[src/rtl/arb_pkg.sv]
// Shared types and helpers for the weighted round-robin burst arbiter.
package arb_pkg;

   typedef enum logic {
      ARB_IDLE = 1'b0,
      ARB_BUSY = 1'b1
   } arb_state_e;

   localparam int WEIGHT_W_DEF = 4;

   typedef logic [WEIGHT_W_DEF-1:0] weight_t;

   // Index width that stays at least one bit wide for degenerate client counts.
   function automatic int idw(input int n);
      return (n > 1) ? $clog2(n) : 1;
   endfunction

endpackage

[src/rtl/rr_pick.sv]
// Rotating-priority picker: first requester at or above ptr_i, wrapping.
// excl_i removes a client from the search unless it is the only requester.
module rr_pick
   import arb_pkg::*;
#(
   parameter int CLIENTS = 4,
   parameter int IDW     = idw(CLIENTS)
)(
   input  logic [CLIENTS-1:0] req_i,
   input  logic [IDW-1:0]     ptr_i,
   input  logic [CLIENTS-1:0] excl_i,
   output logic [CLIENTS-1:0] pick_o,
   output logic [IDW-1:0]     idx_o,
   output logic               any_o
);

   logic [CLIENTS-1:0]   masked;
   logic [CLIENTS-1:0]   eff;
   logic [CLIENTS-1:0]   thermo;
   logic [2*CLIENTS-1:0] dbl;
   logic                 found;
   int                   pos;
   int                   sel;

   // Lower half keeps only bits at/above ptr; upper half is the unmasked wrap-around copy.
   always_comb begin
      masked = req_i & ~excl_i;
      eff    = (|masked) ? masked : req_i;
      thermo = '0;
      for (int i = 0; i < CLIENTS; i++) begin
         thermo[i] = (i >= int'(ptr_i));
      end
      dbl   = {eff, eff & thermo};
      found = 1'b0;
      pos   = 0;
      for (int i = 0; i < 2*CLIENTS; i++) begin
         if (!found && dbl[i]) begin
            found = 1'b1;
            pos   = i;
         end
      end
      sel    = (pos >= CLIENTS) ? pos - CLIENTS : pos;
      pick_o = '0;
      if (found) begin
         pick_o[sel] = 1'b1;
      end
      idx_o = IDW'(sel);
      any_o = |eff;
   end

endmodule

[src/rtl/wrr_burst_arbiter.sv]
// Weighted round-robin arbiter granting a shared burst sink per burst,
// with credit-limited back-to-back ownership and an idle-owner watchdog.
//
//   state    | meaning
//   ARB_IDLE | no owner, gnt = 0, picker armed on any req
//   ARB_BUSY | one owner, gnt held until burst end or watchdog release
module wrr_burst_arbiter
   import arb_pkg::*;
#(
   parameter int CLIENTS  = 4,
   parameter int WEIGHT_W = 4,
   parameter int TIMEOUT  = 16
)(
   input  logic                        clk,
   input  logic                        rst_n,
   input  logic [CLIENTS-1:0]          req_i,
   input  logic [CLIENTS-1:0]          req_last_i,
   input  logic [CLIENTS*WEIGHT_W-1:0] weight_i,
   input  logic                        m_ready_i,
   output logic [CLIENTS-1:0]          gnt_o,
   output logic                        m_valid_o,
   output logic                        m_last_o,
   output logic [idw(CLIENTS)-1:0]     owner_id_o,
   output logic                        timeout_err_o
);

   localparam int IDW   = idw(CLIENTS);
   localparam int CNT_W = (TIMEOUT > 0) ? $clog2(TIMEOUT + 1) : 1;
   localparam logic [CNT_W-1:0] IDLE_LAST = CNT_W'((TIMEOUT > 0) ? TIMEOUT - 1 : 0);
   localparam logic [CNT_W-1:0] IDLE_MAX  = CNT_W'(TIMEOUT);

   arb_state_e          state_q, state_d;
   logic [CLIENTS-1:0]  gnt_q, gnt_d;
   logic [IDW-1:0]      owner_q, owner_d;
   logic [IDW-1:0]      ptr_q, ptr_d;
   logic [WEIGHT_W-1:0] credit_q, credit_d;
   logic [CNT_W-1:0]    idle_q, idle_d;
   logic                tout_q, tout_d;

   logic [CLIENTS-1:0]  pick;
   logic [IDW-1:0]      pick_idx;
   logic                pick_any;
   logic [WEIGHT_W-1:0] pick_w;
   logic [WEIGHT_W-1:0] reload;
   logic [WEIGHT_W-1:0] credit_dec;
   logic [IDW-1:0]      next_ptr;
   logic                owner_req;
   logic                m_valid;
   logic                m_last;
   logic                burst_end;
   logic                wd_fire;
   logic                handover;
   logic                take;

   // The owner is always excluded from a re-pick unless it is the only requester.
   rr_pick #(.CLIENTS(CLIENTS), .IDW(IDW)) u_pick (
      .req_i  (req_i),
      .ptr_i  (ptr_q),
      .excl_i (gnt_q),
      .pick_o (pick),
      .idx_o  (pick_idx),
      .any_o  (pick_any)
   );

   assign pick_w     = weight_i[pick_idx*WEIGHT_W +: WEIGHT_W];
   assign reload     = (pick_w == '0) ? WEIGHT_W'(1) : pick_w;
   assign credit_dec = (credit_q == '0) ? '0 : credit_q - WEIGHT_W'(1);
   assign next_ptr   = (pick_idx == IDW'(CLIENTS - 1)) ? '0 : pick_idx + IDW'(1);
   assign owner_req  = req_i[owner_q];
   assign burst_end  = m_valid & m_ready_i & m_last;
   assign wd_fire    = (TIMEOUT > 0) && (state_q == ARB_BUSY) && !owner_req && (idle_q == IDLE_LAST);

   always_ff @(posedge clk or negedge rst_n) begin
      if (!rst_n) begin
         state_q  <= ARB_IDLE;
         gnt_q    <= '0;
         owner_q  <= '0;
         ptr_q    <= '0;
         credit_q <= '0;
         idle_q   <= '0;
         tout_q   <= 1'b0;
      end else begin
         state_q  <= state_d;
         gnt_q    <= gnt_d;
         owner_q  <= owner_d;
         ptr_q    <= ptr_d;
         credit_q <= credit_d;
         idle_q   <= idle_d;
         tout_q   <= tout_d;
      end
   end

   always_comb begin
      state_d  = state_q;
      gnt_d    = gnt_q;
      owner_d  = owner_q;
      ptr_d    = ptr_q;
      credit_d = credit_q;
      idle_d   = idle_q;
      tout_d   = 1'b0;
      handover = 1'b0;
      take     = 1'b0;
      case (state_q)
         ARB_IDLE: begin
            idle_d = '0;
            take   = pick_any;
         end
         ARB_BUSY: begin
            if (burst_end) begin
               if (credit_dec != '0) begin
                  credit_d = credit_dec;
                  idle_d   = '0;
               end else begin
                  handover = 1'b1;
               end
            end else if (wd_fire) begin
               handover = 1'b1;
               tout_d   = 1'b1;
            end else if (owner_req) begin
               idle_d = '0;
            end else if (idle_q != IDLE_MAX) begin
               idle_d = idle_q + CNT_W'(1);
            end
            if (handover) begin
               take = pick_any;
               if (!pick_any) begin
                  state_d  = ARB_IDLE;
                  gnt_d    = '0;
                  credit_d = '0;
                  idle_d   = '0;
               end
            end
         end
         default: begin
            state_d = ARB_IDLE;
            gnt_d   = '0;
         end
      endcase
      if (take) begin
         state_d  = ARB_BUSY;
         gnt_d    = pick;
         owner_d  = pick_idx;
         ptr_d    = next_ptr;
         credit_d = reload;
         idle_d   = '0;
      end
   end

   always_comb begin
      m_valid = |(gnt_q & req_i);
      m_last  = m_valid & req_last_i[owner_q];
   end

   assign gnt_o         = gnt_q;
   assign m_valid_o     = m_valid;
   assign m_last_o      = m_last;
   assign owner_id_o    = owner_q;
   assign timeout_err_o = tout_q;

   a_onehot : assert property (@(posedge clk) disable iff (!rst_n) $onehot0(gnt_q));
   a_stable : assert property (@(posedge clk) disable iff (!rst_n)
                               (state_q == ARB_BUSY && !burst_end && !wd_fire) |=> $stable(gnt_q));
   a_valid  : assert property (@(posedge clk) disable iff (!rst_n) m_valid |-> (|gnt_q));

endmodule

[config.mk]
export PLATFORM = sky130hd
export DESIGN_NAME = wrr_burst_arbiter
export DESIGN_NICKNAME = d
export VERILOG_FILES = /design/src/rtl/arb_pkg.sv /design/src/rtl/rr_pick.sv /design/src/rtl/wrr_burst_arbiter.sv
export SDC_FILE = /design/constraint.sdc
export NUM_CORES = 1
export LEC_CHECK = 0
export BUFFER_PORTS_ARGS = -buffer_cell sky130_fd_sc_hd__buf_2
export CORE_MARGIN = 2
export CORE_UTILIZATION = 35
export DETAILED_ROUTE_END_ITERATION = 16
export PLACE_DENSITY = 0.66
export SETUP_SLACK_MARGIN = 0.5
export SYNTH_ARGS = -nofsm -noshare
export SYNTH_HDL_FRONTEND = slang
export SYNTH_SLANG_ARGS = --single-unit
[constraint.sdc]
create_clock -name clk -period 5.2 [get_ports clk]
set_input_delay 0.26 -clock clk [delete_from_list [all_inputs] [get_ports clk]]
set_output_delay 0.26 -clock clk [all_outputs]
set_load 0.05 [all_outputs]
## After elaboration in Yosys (flattened, before gate mapping)

Index checks and enable logic that the tools add are counted.
Widths: inputs -> output; s select.

| word-level totals | value |
|---|---|
| register bits | 19 |
| logic and storage cells | 116 |

| cells by class | value |
|---|---|
| add/sub/neg operators | 4 |
| $lt $le $gt $ge | 7 |
| equal/unequal tests | 4 |
| shifts and indexed selects | 1 |
| muxes and demuxes | 58 |
| bitwise gates (word level) | 8 |
| reduce and logical (&&, ||, !) cells | 27 |

Operators with widths:

| cell | number |
|---|---|
| $mux 4 | 14 |
| $mux 5 | 8 |
| $ge 32x1->1 const B | 1 |
| $lt 32x4->1 const B | 1 |
| $mux 32 | 1 |
| $mux 1 | 23 |
| $shiftx 16x5->4 | 1 |
| $and 4x4->4 | 3 |
| $mux 3 | 4 |
| $reduce_or 4->1 | 3 |
| $logic_and 1x1->1 | 10 |
| $pmux 5 s2 | 1 |
| $logic_not 1->1 | 8 |
| $logic_not 4->1 | 2 |
| $mux 2 | 3 |
| $add 5x1->5 const B | 1 |
| $eq 5x4->1 const B | 1 |
| $ne 5x5->1 const B | 1 |
| $bmux 1 s2 | 2 |
| $ge 1x2->1 const A | 2 |
| $not 4->4 | 1 |
| $reduce_bool 2->1 | 2 |
| $reduce_bool 4->1 | 1 |
| $sub 3x3->4 const B | 1 |
| other kinds (12) | 14 |

## Longest topological paths before layout

| logic depth | value |
|---|---|
| depth in word-level cells | 35 |
| depth in mapped cells | 11 |
| mapped depth without buffers | 9 |

## Hierarchy

Synthesis repeated with hierarchy kept, for this count alone.

| unflattened totals | value |
|---|---|
| cell total of the unflattened synthesis | 145 |
| area total of the unflattened synthesis | 1,521.5 sq um |

Modules (own cells, without submodules):

| module | times used | cells an instance | area each (sq um) | sequential area each (sq um) |
|---|---|---|---|---|
| wrr_burst_arbiter | 1 | 105 | 1,213.7 | 475.5 |
| rr_pick | 1 | 40 | 307.8 | 0.0 |

## Worst setup path before layout

Ideal clock, no wire load.

| timing path | value |
|---|---|
| path type | reg-to-reg |
| start point | reg gnt_q[1] (netlist: gnt_o[1]) |
| end point | reg credit_q[0] |
| setup time | 0.104 ns |
| arrival | 2.461 ns |
| slack | 2.635 ns |
| stages on the path, launching flop included | 9 |
| cell sequence | dfrtp_1 nor2b_1 o41ai_4 a211oi_2 or3_1 buf_6 mux2i_1 mux2i_1 o41ai_2 |

| on the way | value |
|---|---|
| word-level cells in the longest chain between the ends | 33 |
| elaborated cells between the ends (all ways) | 55 |

RTL lines:

| what | line | RTL |
|---|---|---|
| from (decl) | wrr_burst_arbiter.sv:33 | `logic [CLIENTS-1:0] gnt_q, gnt_d;` |
| from (signal assigned) | wrr_burst_arbiter.sv:84 | `gnt_q <= gnt_d;` |
| $not 4->4 | rr_pick.sv:27 | `masked = req_i & ~excl_i;` |
| $and 4x4->4 | rr_pick.sv:27 |  |
| $reduce_or 4->1 | rr_pick.sv:28 | `eff = (\|masked) ? masked : req_i;` |
| $mux 4 | rr_pick.sv:28 |  |
| $and 4x4->4 | rr_pick.sv:33 | `dbl = {eff, eff & thermo};` |
| $mux 1 | rr_pick.sv:37 | `if (!found && dbl[i]) begin` |
| $logic_not 1->1 | rr_pick.sv:37 |  |
| $logic_and 1x1->1 | rr_pick.sv:37 |  |
| [... 17 more ...] | -- |  |
| $logic_and 1x1->1 | rr_pick.sv:37 |  |
| $mux 3 | rr_pick.sv:37 |  |
| $sub 3x3->4 or $ge 3x3->1 (tied branches) | rr_pick.sv:42 | `sel = (pos >= CLIENTS) ? pos - CLIENTS : pos;` |
| $mux 32 | rr_pick.sv:42 |  |
| $shiftx 16x5->4 | wrr_burst_arbiter.sv:65 | `assign pick_w = weight_i[pick_idx*WEIGHT_W +: WEIGHT_W];` |
| $logic_not 4->1 | wrr_burst_arbiter.sv:66 | `assign reload = (pick_w == '0) ? WEIGHT_W'(1) : pick_w;` |
| $mux 4 | wrr_burst_arbiter.sv:66 |  |
| $mux 4 | wrr_burst_arbiter.sv:139 | `if (take) begin` |
| to (signal assigned) | wrr_burst_arbiter.sv:87 | `credit_q <= credit_d;` |
| to (decl) | wrr_burst_arbiter.sv:36 | `logic [WEIGHT_W-1:0] credit_q, credit_d;` |

Parallel ways exist; a longest one is shown, timed or not. The select of a mux whose other input is x is not followed.
A chain may end at the register's enable or synchronous reset.

## Worst setup path in the final report

| timing path | value |
|---|---|
| start point | reg gnt_q[0] (netlist: gnt_o[0]) |
| end point | reg credit_q[0] |

The elaborated chain is that of the path after synthesis.

==> flow_summary.yaml <==
global_route:
  grt_pass1_wl_mm: 5.55
  grt_pass1_vias: 1222
  grt_usage_pct: 15.4
  antenna_found_initial: 0
  grt_overflow_total: 0
  grt_max_degree: 20
sta:
  skew_ps: 3.20
  slew_violations: 0
  fmax_mhz: 367
  timing.final.crit_share_pct: 52.3
  fin_ws_ps: 2480
  worst_pin_slew_ps: 623
  setup_tns_ps: 0
  grt_setup_unrepaired: "false"
  period_needed_ps: 2720
  setup_viol: 0
  relSlewSlack_pct: 57.9
  hold_violations: 0
power:
  ir_drop_v: 0.000340
  swShare_pct: 49.8
  power_switching_w: 0.000482
  combPwrFrac_pct: 60.8
  finalPower_w: 0.000967
  p_seq_share_pct: 28.7
  p_int_w: 0.000486
  p_leak_nw: 0.822
  power_density_nw_per_um2: 562
  clockPowerShare_pct: 10.5
finish:
  multi_input_area_um2: 903
  finalNonFillerCells: 236
  final_cell_mix: "buf_2, dfrtp_1, inv_1, mux2i_1, o21ai_0"
  drive_gt1_share_pct: 25.3
  finalNetCount: 221
  utilization_pct: 43.0
  antenna_cells: 0
  mostFrequentLayoutCell: "buf_2"
  fill_cells: 401
  syn_to_final_growth_pct: 17.8
  seq_area_um2: 475
run:
  cap_violations: 0
cts:
  cts_num_sinks: 19
  htreeDepth: 1
  post_cts_buffers: 0
  cts_buffers: 3
  cts.clk_slew.worst_paths_ps: 70
  cts_tree: "done"
  cts.path.max_buffers: 2
  cts_root_buf: "clkbuf_8"
  worstSkewPairLatency_ps: 250
logic_synthesis:
  synth_ff_type: "dfrtp_1"
  synth_nets: 184
  synth-seq-cells: 19
  synth-seq-area-share_pct: 32.6
  yosysUniqueCellTypes: 47
  synth_warnings: 0
  synth_area_per_cell_um2: 9.73
  async_reset_ff_share_pct: 100
  syn_inst: 150
  netlist_area_um2: 1460
  synth_edf_count: 0
setup_path:
  path_max_fanout: 11
  crit_path_end_kind: "register"
  critical_path.top_delay_family: "simple AND/OR/NAND/NOR gates"
  slowest_delay_ps: 480
  crit_path_start_kind: "register"
  cpMaxStageDelayCell: "dfrtp_1"
  path_cells: "and2b_1 > or3_1 > a31oi_1 > or3_1 > mux2i_1 > mux2i_1 > o41ai_2"
  worstPathArrival_ps: 2880
  crit_buf_inv: 0
  crit_type: "register to register"
  cp.required_ps: 5360
drt:
  vias: 1277
  drt_iter0_drc: 43
  antenna_left: 0
  drcViolationCount: 0
  drt-total-wl_mm: 3.27
  wl_per_cell_um: 13.9
  viasPerCell: 5.41
  firstDrtPassIters: 4
floorplanning:
  core_um2: 4000
  fp-row-count: 23
  start_util_pct: 36.5
  die_w_um: 68.6
  die_h_um: 68.6
  die-area_um2: 4700
  io_pins: 36
placed_design:
  portBuffers: 35
  dp_cells: 231
  routabilityCongestion: 0.864
  hpwl_mm: 2.57
  post-place-ws_ps: 2510
status:
  status: "completed"
min_path:
  hold_class: "input pin to register"
path summary, 6_finish.rpt:
check,start,slack (ps),endpoint,depth (start not counted)
worst min register to register,credit_q[3]$_DFFE_PN0P_,560,credit_q[3]$_DFFE_PN0P_,1
worst max register to register,gnt_o[0]$_DFFE_PN0P_,2480,credit_q[0]$_DFFE_PN0P_,7
worst min-delay path,m_ready_i,360,idle_q[2]$_DFF_PN0_,3
worst max-delay path,gnt_o[0]$_DFFE_PN0P_,2480,credit_q[0]$_DFFE_PN0P_,7
min in group asynchronous,rst_n,470,idle_q[4]$_DFF_PN0_,2
max in group asynchronous,rst_n,4420,gnt_o[0]$_DFFE_PN0P_,2
per-stage QoR:
stage,hold WS [ps],cell area (um2)
final,359,1720
after global routing,368,1720
after CTS,350,1720
after detailed placement,232,1670
after global placement,226,1670
after floorplan,-35.6,1460
cell families (layout without fill, tap and decap cells):
group	count (synthesis)	in the layout	share of synthesized area, %
AOI/OAI and AO/OA	46	46	25.3
xor gates and xnor gates	3	3	1.80
adders and majority gates	8	8	6.68
buffers and inverters	17	53	5.57
DFF	19	19	32.6
muxes	13	13	11.0
and+or+nand+nor	44	44	17.1
area by class of cell:
class | instances | share of cell area (%)
flip-flops and latches | 19 | 27.6
inverters | 13 | 2.84
repair buffers | 36 | 10.8
clock buffers | 4 | 2.62
multi-input cells | 114 | 52.5
well taps | 50 | 3.64
synthesized netlist by cell type (2+ instances only):
master | count | area [um2]
and2b_1 | 2 | 15.0
a22o_1 | 8 | 70.1
o21ai_0 | 9 | 45.0
ha_1 | 7 | 87.6
and2_1 | 3 | 18.8
nor3_1 | 5 | 25.0
nor2_1 | 6 | 22.5
inv_1 | 12 | 45.0
o211ai_1 | 4 | 30.0
buf_6 | 2 | 22.5
and3_1 | 3 | 18.8
mux2i_1 | 10 | 100
nor4b_1 | 2 | 17.5
o31ai_1 | 5 | 37.5
o21a_1 | 2 | 15.0
xnor2_1 | 2 | 17.5
nor3b_1 | 2 | 15.0
dfrtp_1 | 19 | 475
or3_1 | 3 | 18.8
a21oi_1 | 3 | 15.0
nand2_1 | 6 | 22.5
nand2b_1 | 5 | 31.3
a31oi_1 | 2 | 12.5
nor2b_1 | 2 | 12.5
nand3_1 | 2 | 10.0
buf_2 | 2 | 10.0
o22ai_1 | 2 | 12.5
power by group through the flow:
stage          clock, W  sequential, W  combinational, W
3_5_place_dp          0       0.000279          0.000588
3_3_place_gp          0       0.000278          0.000588
6_report       0.000101       0.000277          0.000588
5_1_grt        0.000113       0.000286          0.000646
4_1_cts        0.000106       0.000276          0.000590
2_1_floorplan         0       0.000331          0.000414
worst register-to-register path: cells and delay by family, from the launching register on:
| kind | cells | cell delay [ps] |
|---|---|---|
| compound gates | 2 | 640 |
| flops | 1 | 480 |
| mux | 2 | 370 |
| simple gates | 3 | 1140 |
state kept, by name, indices dropped and copies added (netlist names):
signal         count
idle_q             5
credit_q           4
gnt_o              4
owner_id_o         2
ptr_q              2
state_q            1
timeout_err_o      1
metal layers:
metal	up-vias	global-route usage (%)	part of all wire, %	wire length [um]
li1	638	-	-	-
met1	593	21.6	48	1580
met2	44	24.2	44	1450
met3	2	3.08	6.8	223
met4	0	4.00	0.37	12
met5	-	0	0	0
repair_timing:
| item | in CTS | in global routing |
|---|---|---|
| hold buffers | 1 | 0 |
| endpoints found under the hold margin | 19 | 0 |
| gates resized for setup | 0 | 0 |
No activity file was read; power rests on OpenSTA's default activity.
